===== config.mk =====
export PLATFORM = sky130hd
export DESIGN_NAME = alu_mc
export DESIGN_NICKNAME = d
export VERILOG_FILES = /design/src/rtl/alu_mc.sv
export SDC_FILE = /design/constraint.sdc
export NUM_CORES = 1
export LEC_CHECK = 0
export ABC_AREA = 1
export CAP_MARGIN = 15
export CORE_MARGIN = 10
export CORE_UTILIZATION = 55
export CTS_CLUSTER_SIZE = 16
export DETAILED_ROUTE_END_ITERATION = 8
export DONT_BUFFER_PORTS = 1
export PLACE_DENSITY_LB_ADDON = 0.1
export SKIP_LAST_GASP = 1
export SLEW_MARGIN = 20
export SYNTH_ARGS = -nofsm -noshare
export SYNTH_HDL_FRONTEND = slang
export SYNTH_SLANG_ARGS = --single-unit
export TNS_END_PERCENT = 100

===== constraint.sdc =====
create_clock -name clk -period 2.7 [get_ports clk]
set_clock_uncertainty 0.05 [all_clocks]
set_input_delay 0.27 -clock clk [delete_from_list [all_inputs] [get_ports clk]]
set_output_delay 0.27 -clock clk [all_outputs]
set_load 0.005 [all_outputs]

===== src/rtl/alu_mc.sv =====
// alu_mc: multi-cycle accumulator ALU with valid/ready handshake.
// Single-cycle ops complete on the accepting edge; MUL/DIV iterate one bit per cycle.
module alu_mc #(
  parameter int WIDTH     = 8,
  parameter int MULDIV_EN = 1
) (
  input  logic             clk,
  input  logic             rst,
  input  logic             in_valid,
  output logic             in_ready,
  input  logic [3:0]       op,
  input  logic [WIDTH-1:0] accumulator,
  input  logic [WIDTH-1:0] operand_2,
  input  logic [7:0]       status,
  output logic             out_valid,
  input  logic             out_ready,
  output logic [WIDTH-1:0] result,
  output logic [WIDTH-1:0] result_hi,
  output logic [7:0]       status_out,
  output logic             busy
);

  localparam int CW = $clog2(WIDTH + 1);

  localparam logic [3:0] OP_ADC = 4'd0,  OP_SBC = 4'd1,  OP_AND = 4'd2,  OP_ORA = 4'd3;
  localparam logic [3:0] OP_EOR = 4'd4,  OP_ASL = 4'd5,  OP_LSR = 4'd6,  OP_ROL = 4'd7;
  localparam logic [3:0] OP_ROR = 4'd8,  OP_INC = 4'd9,  OP_DEC = 4'd10, OP_CMP = 4'd11;
  localparam logic [3:0] OP_MUL = 4'd12, OP_DIV = 4'd13;

  typedef enum logic [1:0] {IDLE, ITER, DONE} state_t;

  state_t           state;
  logic [CW-1:0]    cnt;
  logic [WIDTH-1:0] reg_hi, reg_lo, reg_b;
  logic             is_div;
  logic [3:0]       st_keep;

  // single-cycle datapath signals
  logic [WIDTH-1:0] sc_res, sc_hi, bop, nz_val, dec_add, dec_sub;
  logic [WIDTH:0]   bsum, cmp_d;
  logic [4:0]       dsum, ddif;
  logic             dc, db, bin_v, sc_c, sc_v, upd_nz, sc_iter;
  logic [7:0]       sc_st;

  // iteration step signals
  logic [WIDTH:0]   mul_sum, div_sh, div_diff;
  logic [WIDTH-1:0] step_hi, step_lo;
  logic [7:0]       fin_st;

  logic accept;

  assign in_ready = rst & ((state == IDLE) | ((state == DONE) & out_ready));
  assign accept   = in_valid & in_ready;
  assign sc_iter  = (MULDIV_EN != 0) &&
                    ((op == OP_MUL) || ((op == OP_DIV) && (operand_2 != '0)));

  // Single-cycle result and flags computed from the live request inputs
  always_comb begin
    bop    = (op == OP_SBC) ? ~operand_2 : operand_2;
    bsum   = {1'b0, accumulator} + {1'b0, bop} + {{WIDTH{1'b0}}, status[0]};
    bin_v  = (accumulator[WIDTH-1] == bop[WIDTH-1]) && (bsum[WIDTH-1] != accumulator[WIDTH-1]);
    cmp_d  = {1'b0, accumulator} + {1'b0, ~operand_2} + {{WIDTH{1'b0}}, 1'b1};
    // BCD digits ripple a carry (ADC) or borrow (SBC) from the low nibble upward
    dec_add = '0;
    dec_sub = '0;
    dc      = status[0];
    db      = ~status[0];
    dsum    = '0;
    ddif    = '0;
    for (int unsigned i = 0; i < WIDTH / 4; i++) begin
      dsum = {1'b0, accumulator[4*i +: 4]} + {1'b0, operand_2[4*i +: 4]} + {4'b0, dc};
      if (dsum > 5'd9) begin
        dsum = dsum + 5'd6;
        dc   = 1'b1;
      end else begin
        dc   = 1'b0;
      end
      dec_add[4*i +: 4] = dsum[3:0];
      ddif = {1'b0, accumulator[4*i +: 4]} - {1'b0, operand_2[4*i +: 4]} - {4'b0, db};
      if (ddif[4]) begin
        ddif = ddif - 5'd6;
        db   = 1'b1;
      end else begin
        db   = 1'b0;
      end
      dec_sub[4*i +: 4] = ddif[3:0];
    end

    sc_res = accumulator;
    sc_hi  = '0;
    sc_c   = status[0];
    sc_v   = status[6];
    upd_nz = 1'b1;
    nz_val = '0;
    case (op)
      OP_ADC, OP_SBC: begin
        sc_v = bin_v;
        if (status[3]) begin
          sc_res = (op == OP_ADC) ? dec_add : dec_sub;
          sc_c   = (op == OP_ADC) ? dc : ~db;
        end else begin
          sc_res = bsum[WIDTH-1:0];
          sc_c   = bsum[WIDTH];
        end
      end
      OP_AND: sc_res = accumulator & operand_2;
      OP_ORA: sc_res = accumulator | operand_2;
      OP_EOR: sc_res = accumulator ^ operand_2;
      OP_ASL: begin sc_res = {accumulator[WIDTH-2:0], 1'b0};      sc_c = accumulator[WIDTH-1]; end
      OP_LSR: begin sc_res = {1'b0, accumulator[WIDTH-1:1]};      sc_c = accumulator[0];       end
      OP_ROL: begin sc_res = {accumulator[WIDTH-2:0], status[0]}; sc_c = accumulator[WIDTH-1]; end
      OP_ROR: begin sc_res = {status[0], accumulator[WIDTH-1:1]}; sc_c = accumulator[0];       end
      OP_INC: sc_res = accumulator + WIDTH'(1);
      OP_DEC: sc_res = accumulator - WIDTH'(1);
      OP_CMP: sc_c = cmp_d[WIDTH];
      OP_DIV: begin
        if (MULDIV_EN != 0) begin
          sc_res = '1;
          sc_hi  = accumulator;
          sc_c   = 1'b0;
          sc_v   = 1'b1;
        end else begin
          upd_nz = 1'b0;
        end
      end
      default: upd_nz = 1'b0;
    endcase
    nz_val = (op == OP_CMP) ? cmp_d[WIDTH-1:0] : sc_res;
    sc_st  = {upd_nz ? nz_val[WIDTH-1] : status[7], sc_v, status[5:2],
              upd_nz ? (nz_val == '0) : status[1], sc_c};
  end

  // One shift-add or restoring-divide step on the working registers
  always_comb begin
    mul_sum  = {1'b0, reg_hi} + (reg_lo[0] ? {1'b0, reg_b} : '0);
    div_sh   = {reg_hi, reg_lo[WIDTH-1]};
    div_diff = div_sh - {1'b0, reg_b};
    if (is_div) begin
      if (!div_diff[WIDTH]) begin
        step_hi = div_diff[WIDTH-1:0];
        step_lo = {reg_lo[WIDTH-2:0], 1'b1};
      end else begin
        step_hi = div_sh[WIDTH-1:0];
        step_lo = {reg_lo[WIDTH-2:0], 1'b0};
      end
      fin_st = {step_lo[WIDTH-1], 1'b0, st_keep, (step_lo == '0), 1'b0};
    end else begin
      step_hi = mul_sum[WIDTH:1];
      step_lo = {mul_sum[0], reg_lo[WIDTH-1:1]};
      fin_st  = {step_hi[WIDTH-1], 1'b0, st_keep, ({step_hi, step_lo} == '0), (step_hi != '0)};
    end
  end

  // Control FSM with registered outputs and iterative working registers
  always_ff @(posedge clk or negedge rst) begin
    if (!rst) begin
      state      <= IDLE;
      cnt        <= '0;
      out_valid  <= 1'b0;
      busy       <= 1'b0;
      result     <= '0;
      result_hi  <= '0;
      status_out <= '0;
      reg_hi     <= '0;
      reg_lo     <= '0;
      reg_b      <= '0;
      is_div     <= 1'b0;
      st_keep    <= '0;
    end else if (state == ITER) begin
      reg_hi <= step_hi;
      reg_lo <= step_lo;
      cnt    <= cnt - CW'(1);
      if (cnt == CW'(1)) begin
        state      <= DONE;
        busy       <= 1'b0;
        out_valid  <= 1'b1;
        result     <= step_lo;
        result_hi  <= step_hi;
        status_out <= fin_st;
      end
    end else if (accept) begin
      if (sc_iter) begin
        state     <= ITER;
        busy      <= 1'b1;
        out_valid <= 1'b0;
        cnt       <= CW'(WIDTH);
        reg_hi    <= '0;
        reg_lo    <= accumulator;
        reg_b     <= operand_2;
        is_div    <= (op == OP_DIV);
        st_keep   <= status[5:2];
      end else begin
        state      <= DONE;
        out_valid  <= 1'b1;
        result     <= sc_res;
        result_hi  <= sc_hi;
        status_out <= sc_st;
      end
    end else if ((state == DONE) && out_ready) begin
      state     <= IDLE;
      out_valid <= 1'b0;
    end
  end

endmodule


==> Yosys cells after proc, flatten, opt, wreduce, memory -nomap -nowiden <==
Index checks and enable logic that the tools add are counted.
{ "word_totals": {"regBits": 61, "output_inout_bits": 27, "word_cells": 152} }
{ "classes": {"mux": 63, "reduce_logical": 23, "addsub": 21, "eq_ne": 20, "n_bitwise": 11, "magnitude_cmp": 2} }
{ "ops": {"columns": ["cell", "n"], "rows": [
  ["8-bit 2-to-1 mux", 29],
  ["8-bit case mux with 11 select lines", 1],
  ["4-bit 2-to-1 mux", 7],
  ["8-bit by 8-bit adder with 9-bit output", 3],
  ["4-bit equality test, second input constant", 6],
  ["1-bit 2-to-1 mux", 19],
  ["4-bit by 3-bit equality test with 1-bit output, second input constant", 4],
  ["16-bit logical NOT", 1],
  ["8-bit logical NOT", 2],
  ["8-bit nonzero test", 2],
  ["13-bit OR reduction", 1],
  ["4-bit by 4-bit adder with 5-bit output", 2],
  ["5-bit by 1-bit adder with 5-bit output", 2],
  ["5-bit by 4-bit greater-than comparator with 1-bit output, second input constant", 2],
  ["2-bit 2-to-1 mux", 5],
  ["4-bit by 4-bit subtractor with 5-bit output", 2],
  ["5-bit by 1-bit subtractor with 5-bit output", 2],
  ["9-bit by 1-bit adder with 9-bit output", 1],
  ["9-bit by 1-bit adder with 9-bit output, second input constant", 1],
  ["3-bit AND reduction", 3],
  ["9-bit by 8-bit subtractor with 9-bit output", 1],
  ["4-bit by 3-bit adder with 4-bit output, second input constant", 2],
  ["8-bit by 1-bit adder with 8-bit output, second input constant", 1],
  ["8-bit AND", 1],
  ["other kinds (26)", 40]
]} }

==> Longest topological paths before layout <==
{ "depth": {"ltp_word": 16, "depth_mapped": 36, "mapped_depth_nobuf": 36} }

==> Worst setup path after synthesis <==
No wires, ideal clock.
{ "synth_timing": {"kind": "input to register", "startpoint": "input accumulator[0]", "endpoint": "register status_out[1]", "n_path_buf": 0, "arrival_time_ps": 3787, "setup_ps": 117, "cell_stages": 33, "setup_slack_ps": -1253, "cell_sequence": "inv_1 -> fa_1 -> inv_1 -> fa_1 -> inv_1 -> nand3_1 -> nand2_1 -> nand2_1 -> inv_1 -> fa_1 -> inv_1 -> fa_1 -> inv_1 -> ha_1 -> nand2_1 -> a21boi_0 -> nand2_1 -> nand2_1 -> nand2_1 -> nand3_1 -> nand2_1 -> nand2_1 -> nand2_1 -> nand2_1 -> nand2_1 -> nand2_1 -> inv_1 -> nand2_1 -> nand2_1 -> nand2_1 -> nand2_1 -> nand2_1 -> nand2_1"} }
{ "synth_between": {"elab_chain_cells": 16, "elab_cells_between_ends": 36} }
{ "synth_lines": {"columns": ["element", "line", "source"], "rows": [
  ["start, declared", "12", "input logic [WIDTH-1:0] accumulator,"],
  ["4-bit by 4-bit adder with 5-bit output", "71", "dsum = {1'b0, accumulator[4*i +: 4]} + {1'b0, operand_2[4*i +: 4]} + {4'b0, dc};"],
  ["5-bit by 1-bit adder with 5-bit output", "71", null],
  ["5-bit by 4-bit greater-than comparator with 1-bit output", "72", "if (dsum > 5'd9) begin"],
  ["1-bit 2-to-1 mux", "72", null],
  ["5-bit by 1-bit adder with 5-bit output", "71", null],
  ["4-bit by 3-bit adder with 4-bit output / 5-bit by 4-bit greater-than comparator with 1-bit output (equally long branches)", "73, 72", null],
  ["4-bit 2-to-1 mux", "72", null],
  ["8-bit 2-to-1 mux", "99", "sc_res = (op == OP_ADC) ? dec_add : dec_sub;"],
  ["8-bit 2-to-1 mux", "98", "if (status[3]) begin"],
  ["8-bit case mux with 11 select lines", "95", "case (op)"],
  ["8-bit 2-to-1 mux (*)", "128", "nz_val = (op == OP_CMP) ? cmp_d[WIDTH-1:0] : sc_res;"],
  ["8-bit logical NOT (*)", "130", "upd_nz ? (nz_val == '0) : status[1], sc_c};"],
  ["1-bit 2-to-1 mux (*)", "130", null],
  ["8-bit 2-to-1 mux (*)", "182", "if (sc_iter) begin"],
  ["8-bit 2-to-1 mux (*)", "181", "end else if (accept) begin"],
  ["8-bit 2-to-1 mux (*)", "169", "end else if (state == ITER) begin"],
  ["end signal, assigned", "179", "status_out <= fin_st;"],
  ["end signal, assigned", "197", "status_out <= sc_st;"],
  ["end, declared", "19", "output logic [7:0] status_out,"]
]} }
Mark *: on every way between the ends. The rest lies on a longest branch, timed or not. The select of a mux whose other input is x is not followed.
A chain may end at the register's enable or synchronous reset.

==> Final worst setup path <==
{ "layout_timing": {"startpoint": "input accumulator[0]", "endpoint": "register result[5]"} }
{ "layout_between": {"elab_chain_cells": 13, "elab_cells_between_ends": 24} }
{ "layout_lines": {"columns": ["element", "line", "source"], "rows": [
  ["4-bit by 4-bit adder with 5-bit output", "71", null],
  ["5-bit by 1-bit adder with 5-bit output", "71", null],
  ["5-bit by 4-bit greater-than comparator with 1-bit output", "72", null],
  ["1-bit 2-to-1 mux", "72", null],
  ["5-bit by 1-bit adder with 5-bit output", "71", null],
  ["4-bit by 3-bit adder with 4-bit output / 5-bit by 4-bit greater-than comparator with 1-bit output (equally long branches)", "73, 72", null],
  ["4-bit 2-to-1 mux", "72", null],
  ["8-bit 2-to-1 mux", "99", null],
  ["8-bit 2-to-1 mux", "98", null],
  ["8-bit case mux with 11 select lines (*)", "95", null],
  ["8-bit 2-to-1 mux (*)", "182", null],
  ["8-bit 2-to-1 mux (*)", "181", null],
  ["8-bit 2-to-1 mux (*)", "169", null],
  ["end signal, assigned", "177", "result <= step_lo;"],
  ["end signal, assigned", "195", "result <= sc_res;"],
  ["end, declared", "17", "output logic [WIDTH-1:0] result,"]
]} }
Marks and branches as above.

==> results.yml <==
status:
  status: "finished with violations"
  violations: "negative setup slack"
logic_synthesis:
  synthFlopType: "dfrtp_1"
  synthTopCellsByArea: "dfrtp_1 (23%), ha_1 (13%), nand2_1 (13%)"
  synthMostInstantiatedCell: "nand2_1"
  yosysWarnings: 0
  synth.yosys.seq_area_share_pct: 22.5
  synthArstFlopShare_pct: 100
  postSynthCellCount: 973
  synth_top_area_cell: "dfrtp_1"
  yosys_register_bits: 60
  synth_commonest_cells: "nand2_1 (234), inv_1 (155), nand3_1 (84)"
  synth_cell_type_count: 52
  synth_edf_count: 0
  synth.avg_cell_area_um2: 6.85
  synth_area_um2: 6660
  synth_nets: 1090
  synth.top_cell.area_share_pct: 22.5
power:
  netSwitchingPower_uw: 3350
  p_leak_uw: 0.00434
  power.share.sequential_pct: 22.7
  p_total_uw: 7670
  p_comb_share_pct: 59.0
  clockPowerShare_pct: 18.4
  irDropWorstVdd_v: 0.000476
  switching_share_pct: 43.8
  p_int_uw: 4310
  power_density_nw_per_um2: 922
placed_design:
  gp_congestion: 0.973
  dpl.hpwl_um: 17100
  io_buffers: 0
  post-place-ws_ns: -1.22
  dpl.cell_count: 1199
detailed_routing:
  drc: 0
  routed_wl_um: 22100
  wire_per_inst_um: 17.8
  drtPass1Iterations: 6
  postRouteAntennaNets: 0
  drt_iter0_markers: 662
  via_count: 7087
  vias_per_cell: 5.72
die:
  io_pins: 59
  dieArea_um2: 16900
  rows: 40
  core_um2: 11900
  die_y_um: 130
  die_w_um: 130
  start_util_pct: 55.9
cells_and_area:
  seq_area_um2: 1500
  syn_to_final_growth_pct: 24.8
  fillerInstances: 1054
  fin_cells: 1238
  n_antenna_cell: 0
  drive_above_1_share_pct: 21.8
  final_nets: 1203
  multi_input_area_um2: 4640
  fin_util_pct: 69.8
timing:
  hold_violations: 0
  fmax_mhz: 283
  setup-violations-final: 7
  slew_headroom_pct: 64.0
  final_max_slew_viol_count: 0
  whs_ns: 0.0551
  fin_ws_ns: -0.830
  fin_crit_sh_pct: 131
  period_minus_slack_ns: 3.53
  rsz0062_at_grt: "yes"
  worst_pin_slew_ns: 0.538
critical_path:
  path_depth: 28
  cp_common_cell: "nand2_1"
  worst_ep_required_time_ns: 2.91
  max_stage_delay_ns: 0.53
  cpMaxStageDelayCell: "fa_2"
  path_max_fanout: 9
  endpoint_kind: "flop"
  r2r_cells: 18
  criticalPathCategory: "in2reg"
  path_delay_family: "adder cells"
  cp-start-kind: "input pin"
  critPathBufInv: 7
  crit_arrival_ns: 3.74
clock_network:
  cts_buffers: 9
  insertion_delay_ns: 0.33
  cts.sink_count: 60
  tritoncts: "yes"
  htree_levels: 3
  cts-root-to-sink-buffers: 2
  clkTransAtPathRegs_ns: 0.05
  cts_root_buf: "clkbuf_16"
global_routing:
  grt_pass1_wl_um: 35300
  grt_overflow: 0
  grt_max_degree: 61
  antenna_found_initial: 0
  grt_pass1_vias: 7005
  grtUsageTotal_pct: 26.4
min_path:
  min_path_type: "in2reg"
  hold_depth: 2
run:
  max_cap_violations: 0
[path summary, 6_finish.rpt]
| path | startpoint | end | slack, ns |
|---|---|---|---|
| max | accumulator[0] | result[5] | -0.83 |
| min | accumulator[4] | reg_lo[4] | 0.06 |
| max reg2reg | reg_b[0] | result_hi[7] | 0.03 |
| min reg2reg | st_keep[2] | st_keep[2] | 0.43 |
| max in group asynchronous | rst | status_out[4] | 1.89 |
| min in group asynchronous | rst | reg_hi[4] | 0.44 |
[power groups by stage]
stage / clock network, uW / registers [uW] / logic (uW)
2_1_floorplan: 0 / 1600 / 2790
3_3_place_gp: 0 / 1740 / 3820
3_5_place_dp: 0 / 1740 / 3890
4_1_cts: 1420 / 1740 / 4030
5_1_grt: 1460 / 1800 / 5060
6_report: 1410 / 1740 / 4520
[registers in the layout, indices dropped and copies added (netlist names)]
name / flops
busy: 1
state: 1
out_valid: 1
status_out: 8
st_keep: 4
reg_hi: 8
is_div: 1
result_hi: 8
reg_lo: 8
cnt: 4
reg_b: 8
result: 8
[timing repair]
action / CTS / global route
resized for setup: 8 / 58
pin swaps: 15 / 34
setup buffers: 11 / 9
hold buffers: 2 / 0
endpoints found under the setup margin: 19 / 26
cloned: 0 / 1
endpoints found under the hold margin: 60 / 0
[through the flow]
stage | setup TNS (ns) | area, um^2
after floorplan | -6.40 | 6720
after global placement | -7.41 | 7570
after detailed placement | -8.53 | 7570
after CTS | -4.81 | 8080
after global routing | -7.85 | 8320
final | -5.08 | 8320
[cell usage in the layout (no fill, tap or decap), drive strengths merged, types with 2 or more instances in the layout]
cell type  count
xor2          21
ha            71
buf          124
nor4           4
o21ai         69
fa            14
clkbuf        13
a22oi          8
o22ai          6
nand2        237
a31oi         16
clkinvlp       2
dfrtp         60
nor3           8
a211oi         2
nand3         84
a21boi         4
o211ai        22
nand3b         2
o21bai         5
nand4         15
bufinv         3
or2           12
a21oi         46
inv          163
o21a           7
nor2          50
xnor2         11
[area by class of cell]
type,count,area share [%]
sequential,60,18.1
inverter,166,7.58
timing repair buffer,125,11.9
clock buffer,13,3.37
tap,147,2.21
multi-input combinational,724,55.8
clock inverter,3,1.08
[logic make-up after synthesis]
kind of cell,share of synthesized area [%]
xor gates and xnor gates,4.32
and+or+nand+nor,26.9
buffers and inverters,11.1
adders and majority gates,17.5
AOI/OAI and AO/OA,17.6
DFF,22.5
[per-layer routing]
metal	up-vias	part of all wire [%]	wire, um	track usage [%]
met2	282	49	10800	45.4
met4	0	4.8	1050	13.0
met3	88	7.0	1540	4.87
li1	3427	-	-	-
met5	-	0	0	0
met1	3290	39	8680	30.8
[worst reg2reg max path, stage by stage (launching register included)]
cell and delay, ns:
dfrtp_1 0.40, buf_6 0.13, ha_4 0.15, inv_2 0.06
fa_2 0.23, nand3_2 0.08, nand3_2 0.09, a21oi_2 0.07
o21bai_2 0.15, nand2_1 0.09, a21oi_2 0.20, nor2_1 0.08
nand2_1 0.11, nand2_4 0.10, buf_6 0.15, o211ai_1 0.24
nand3_1 0.11, nand2_1 0.08, inv_1 0.04
Power figures use the tool's default switching activity.
